===== src/rtl/lift_occupancy_counter.sv =====
// Lift occupancy counter: synchronised, debounced entry/exit sensors drive a
// saturating occupancy count with registered status flags and error pulses.
module lift_occupancy_counter #(
  parameter int CAPACITY  = 8,
  parameter int CNT_W     = 4,
  parameter int NEAR_FULL = 6,
  parameter int DEBOUNCE  = 3
) (
  input  logic             CLK,
  input  logic             RST,
  input  logic             SI,
  input  logic             SO,
  output logic [CNT_W-1:0] COUNT,
  output logic             Full,
  output logic             Empty,
  output logic             NearFull,
  output logic             Reject,
  output logic             Underflow
);

  localparam int              DB_W   = $clog2(DEBOUNCE + 1);
  localparam logic [DB_W-1:0] DB_MAX = DB_W'(DEBOUNCE);
  localparam logic [CNT_W-1:0] CAP   = CNT_W'(CAPACITY);
  localparam logic [CNT_W-1:0] NEAR  = CNT_W'(NEAR_FULL);

  typedef enum logic [1:0] {IDLE, ARM, HELD} deb_state_e;

  // Bit 0 is the entry channel, bit 1 the exit channel.
  logic [1:0] sync1_q, sync2_q;
  logic [1:0] evt;

  // NOTE: non-blocking assignments let sync2_q take the old sync1_q value,
  // giving a true two-flop chain regardless of statement order.
  always_ff @(posedge CLK) begin
    if (RST) begin
      sync1_q <= '0;
      sync2_q <= '0;
    end else begin
      sync1_q <= {SO, SI};
      sync2_q <= sync1_q;
    end
  end

  for (genvar ch = 0; ch < 2; ch++) begin : g_deb
    deb_state_e      state_q, state_d;
    logic [DB_W-1:0] cnt_q, cnt_d;
    logic [DB_W-1:0] cnt_inc;
    logic            s;
    logic            ev;

    assign s       = sync2_q[ch];
    assign cnt_inc = cnt_q + DB_W'(1);

    always_ff @(posedge CLK) begin
      if (RST) begin
        state_q <= HELD;
        cnt_q   <= '0;
      end else begin
        state_q <= state_d;
        cnt_q   <= cnt_d;
      end
    end

    // The counter holds samples already seen, so a level is accepted on the
    // DEBOUNCE-th consecutive sample rather than one sample later.
    // NOTE: defaults at the top of every always_comb keep each path assigned,
    // so no latches are inferred.
    always_comb begin
      state_d = state_q;
      cnt_d   = cnt_q;
      unique case (state_q)
        IDLE: begin
          if (s) begin
            state_d = (DEBOUNCE == 1) ? HELD : ARM;
            cnt_d   = (DEBOUNCE == 1) ? '0 : DB_W'(1);
          end
        end
        ARM: begin
          if (!s) begin
            state_d = IDLE;
            cnt_d   = '0;
          end else if (cnt_inc == DB_MAX) begin
            state_d = HELD;
            cnt_d   = '0;
          end else begin
            cnt_d = cnt_inc;
          end
        end
        HELD: begin
          if (s) begin
            cnt_d = '0;
          end else if (cnt_inc == DB_MAX) begin
            state_d = IDLE;
            cnt_d   = '0;
          end else begin
            cnt_d = cnt_inc;
          end
        end
        default: begin
          state_d = IDLE;
          cnt_d   = '0;
        end
      endcase
    end

    always_comb begin
      ev = 1'b0;
      if (s) begin
        if (state_q == ARM && cnt_inc == DB_MAX) ev = 1'b1;
        if (state_q == IDLE && DEBOUNCE == 1)    ev = 1'b1;
      end
    end

    assign evt[ch] = ev;
  end

  logic [CNT_W-1:0] count_q, count_d;
  logic             full_q, empty_q, near_q, reject_q, under_q;
  logic             reject_d, under_d;

  always_comb begin
    count_d  = count_q;
    reject_d = 1'b0;
    under_d  = 1'b0;
    case (evt)
      2'b01: begin
        if (count_q == CAP) reject_d = 1'b1;
        else                count_d  = count_q + CNT_W'(1);
      end
      2'b10: begin
        if (count_q == '0) under_d = 1'b1;
        else               count_d = count_q - CNT_W'(1);
      end
      default: ;
    endcase
  end

  // Flags come from count_d so they move on the same edge as the count.
  always_ff @(posedge CLK) begin
    if (RST) begin
      count_q  <= '0;
      full_q   <= 1'b0;
      empty_q  <= 1'b1;
      near_q   <= (NEAR_FULL == 0);
      reject_q <= 1'b0;
      under_q  <= 1'b0;
    end else begin
      count_q  <= count_d;
      full_q   <= (count_d == CAP);
      empty_q  <= (count_d == '0);
      near_q   <= (count_d >= NEAR);
      reject_q <= reject_d;
      under_q  <= under_d;
    end
  end

  assign COUNT     = count_q;
  assign Full      = full_q;
  assign Empty     = empty_q;
  assign NearFull  = near_q;
  assign Reject    = reject_q;
  assign Underflow = under_q;

endmodule


===== config.mk =====
export PLATFORM = sky130hd
export DESIGN_NAME = lift_occupancy_counter
export DESIGN_NICKNAME = d
export VERILOG_FILES = /design/src/rtl/lift_occupancy_counter.sv
export SDC_FILE = /design/constraint.sdc
export NUM_CORES = 1
export LEC_CHECK = 0
export BUFFER_PORTS_ARGS = -buffer_cell sky130_fd_sc_hd__clkbuf_2
export CAP_MARGIN = 20
export CORE_MARGIN = 4
export CORE_UTILIZATION = 55
export DETAILED_ROUTE_END_ITERATION = 8
export PLACE_DENSITY = 0.76
export REMOVE_ABC_BUFFERS = 1
export SKIP_LAST_GASP = 1
export SYNTH_ARGS = -nofsm -noshare
export SYNTH_HDL_FRONTEND = slang
export SYNTH_SLANG_ARGS = --single-unit

===== constraint.sdc =====
create_clock -name CLK -period 2.47 [get_ports CLK]
set_input_delay 0.494 -clock CLK [delete_from_list [all_inputs] [get_ports CLK]]
set_output_delay 0.494 -clock CLK [all_outputs]
set_load 0.01 [all_outputs]

==> flow_summary.yaml <==
synth:
  syn_inst: 115
  synth_top_area_cell: "dfxtp_1"
  synth_mux_area_share_pct: 1.95
  synth-adder-area-share_pct: 4.88
  synthTopCellsByArea: "dfxtp_1 41%, nor3b_1 8.8%, ha_1 4.9%"
  synth_cell_types: 35
  ys_seq_elements: 21
  synth-simple-area-share_pct: 29.5
  yosysSeqAreaShare_pct: 41.0
  synth_warnings: 0
  synthXorXnorAreaFrac_pct: 0.854
  synth_top_family_by_area: "simple AND/OR/NAND/NOR gates"
  yosys.cell_count.top_type: "dfxtp_1"
  synthArstFlopShare_pct: 0
  synth.top_cell.area_share_pct: 41.0
  synth-main-ff-cell: "dfxtp_1"
  synth_edf_count: 0
  syn_area_per_cell_um2: 8.92
  netlist_area_um2: 1030
  synth_top_cells_by_count: "21 x dfxtp_1, 12 x nor3b_1, 10 x inv_1, 10 x nor2_1, 8 x a21oi_1"
  synth_compound_area_share_pct: 15.4
worst_setup_path:
  crit_path_max_fanout: 5
  max_stage_delay_ns: 0.50
  crit_slowest_cell: "or4_1"
  crit_buf_inv: 2
  cp.required_ns: 2.68
  critical_path.top_delay_family: "simple AND/OR/NAND/NOR gates"
  critPathKind: "reg -> reg"
  crit_top_cell: "inv_1"
  endpoint_kind: "flop"
  cp.arrival_ns: 2.48
  crit_path_start_kind: "flop"
  worstPathCellList: "nor2b_1 > nand2_1 > inv_1 > ha_1 > inv_1 > or4_1 > o311ai_1 > and3b_1 > o21a_1"
clock_tree:
  clk_latency_ns: 0.30
  cts_tree: "done"
  clock_sinks: 21
  cts_made_buffers: 3
  post_cts_buffers: 0
  root_buffer: "clkbuf_4"
  ctsResizeCount: 0
  clock_path_buffers: 2
  path_clk_slew_ns: 0.11
  cts_hold_buf: 0
  htree_levels: 1
drt:
  routed_wl_mm: 2.01
  drtAntennaViolNets: 0
  drtIter0Drc: 15
  vias: 878
  dr.pass1.iters: 4
  routedWlPerCell_um: 12.8
  drc_errors: 0
  via_per_inst: 5.59
floorplanning:
  fp.dieArea_um2: 2620
  initial_utilization_pct: 58.8
  die_y_um: 51.2
  core_um2: 1750
  row_count: 15
  fp.dieW_um: 51.2
  ios: 13
power_and_ir_drop:
  power_frac_seq_pct: 64.0
  switchingPower_mw: 0.137
  p_leak_nw: 0.480
  combPwrFrac_pct: 7.7
  worst_ir_drop_vdd_mv: 0.424
  clkPwrFrac_pct: 28.3
  p_sw_share_pct: 23.9
  total_power_mw: 0.576
  power_density_nw_per_um2: 504
  intPower_mw: 0.438
global_routing:
  grt_pass1_vias: 833
  grt_antenna_before_repair: 0
  grt_start_max_net_pins: 20
  track_usage_pct: 18.0
  overflow: 0
  grt_pass1_wl_mm: 3.57
sta:
  max_freq_mhz: 441
  setup_viol: 0
  hold_violations: 0
  fin_skew_ns: 0.00503
  rsz0062_at_grt: "no"
  setup_tns_ns: 0
  period_minus_slack_ns: 2.27
  max_slew_margin_pct: 74.7
  slew_viol_final: 0
  worstMarginPinSlew_ns: 0.378
  min_period_over_period_pct: 91.8
run_status:
  status: "completed"
min_path:
  hp-class: "in -> reg"
cells_and_area:
  area_delta_synth_final_pct: 11.3
  num_antenna_cells: 0
  final_nets: 141
  drive_gt1_share_pct: 16.7
placement:
  gp_congestion: 0.910
  port_buffers: 12
  hpwlAfterDp_mm: 1.53
flow_run:
  max-cap-violations: 0
[final timing paths]
path / slack [ns] / depth (start not counted) / start / endpoint
setup / recovery: 0.20 / 9 / sync2_q[1] / Empty
hold / removal: 0.40 / 2 / SO / sync1_q[1]
setup reg to reg: 0.20 / 9 / sync2_q[1] / Empty
hold reg to reg: 0.45 / 1 / sync1_q[1] / sync2_q[1]
[power by group through the flow]
| stage | registers [mW] | clock network, mW | logic, mW |
|---|---|---|---|
| 2_1_floorplan | 0.372 | 0 | 0.0334 |
| 3_3_place_gp | 0.374 | 0 | 0.0431 |
| 3_5_place_dp | 0.376 | 0 | 0.0449 |
| 4_1_cts | 0.368 | 0.167 | 0.0450 |
| 5_1_grt | 0.372 | 0.178 | 0.0516 |
| 6_report | 0.368 | 0.163 | 0.0444 |
[sequential cells by signal, indices dropped and copies added (netlist names)]
signal	flops
Reject	1
sync2_q	2
COUNT	4
g_deb.state_q	4
Underflow	1
Empty	1
Full	1
g_deb.cnt_q	4
sync1_q	2
NearFull	1
[layer usage]
metal / global-route usage (%) / share of wire (%) / vias to the layer above
li1: - / - / 439
met1: 20.4 / 43 / 409
met2: 32.4 / 51 / 24
met3: 3.50 / 4.4 / 6
met4: 8.07 / 1.8 / 0
met5: 0 / 0 / -
[layout make-up]
class / instances / area (um2)
repair buffers: 15 / 82.6
clock buffers: 3 / 22.5
well taps: 25 / 31.3
fillers: 158 / 603
inverters: 11 / 41.3
flip-flops and latches: 21 / 420
multi-input cells: 81 / 539
clock inverters: 1 / 5.00
[cells in the final DEF (no fill, tap or decap), types with 2 or more instances in the layout]
cell	count
dfxtp_1	21
clkbuf_4	3
nor3_1	4
ha_1	4
clkbuf_2	12
a21oi_1	8
mux2i_1	2
buf_4	3
o21ai_0	6
or3_1	2
nor4_1	2
nor2_1	10
o211ai_1	2
and3b_1	3
nor2b_1	7
inv_1	10
nor3b_1	12
nand2_1	2
[metrics by stage]
stage                     std cells  area (um2)  utilization [%]  worst slack [ns]  hold WS, ns
after detailed placement        153        1110             63.9             0.261        0.428
after global routing            157        1140             65.4            0.0393        0.408
after CTS                       157        1140             65.4             0.226        0.394
final                           157        1140             65.4             0.203        0.396
after floorplan                 113        1000                -             0.332        0.414
after global placement          153        1110             63.9             0.312        0.418
[kinds of logic after synthesis]
family	count (synthesis)
simple gates	49
compound gates	25
flops	21
buf+inv	13
fa+ha+maj	4
mux	2
xor+xnor	1
[worst register-to-register path: stages (launching register included)]
cell and delay, ns:
dfxtp_1 0.41, nor2b_1 0.21, nand2_1 0.10, inv_1 0.09, ha_1 0.24, inv_1 0.13, or4_1 0.50, o311ai_1 0.12
and3b_1 0.23, o21a_1 0.16
Note: power is estimated with default switching activity, not from simulation.
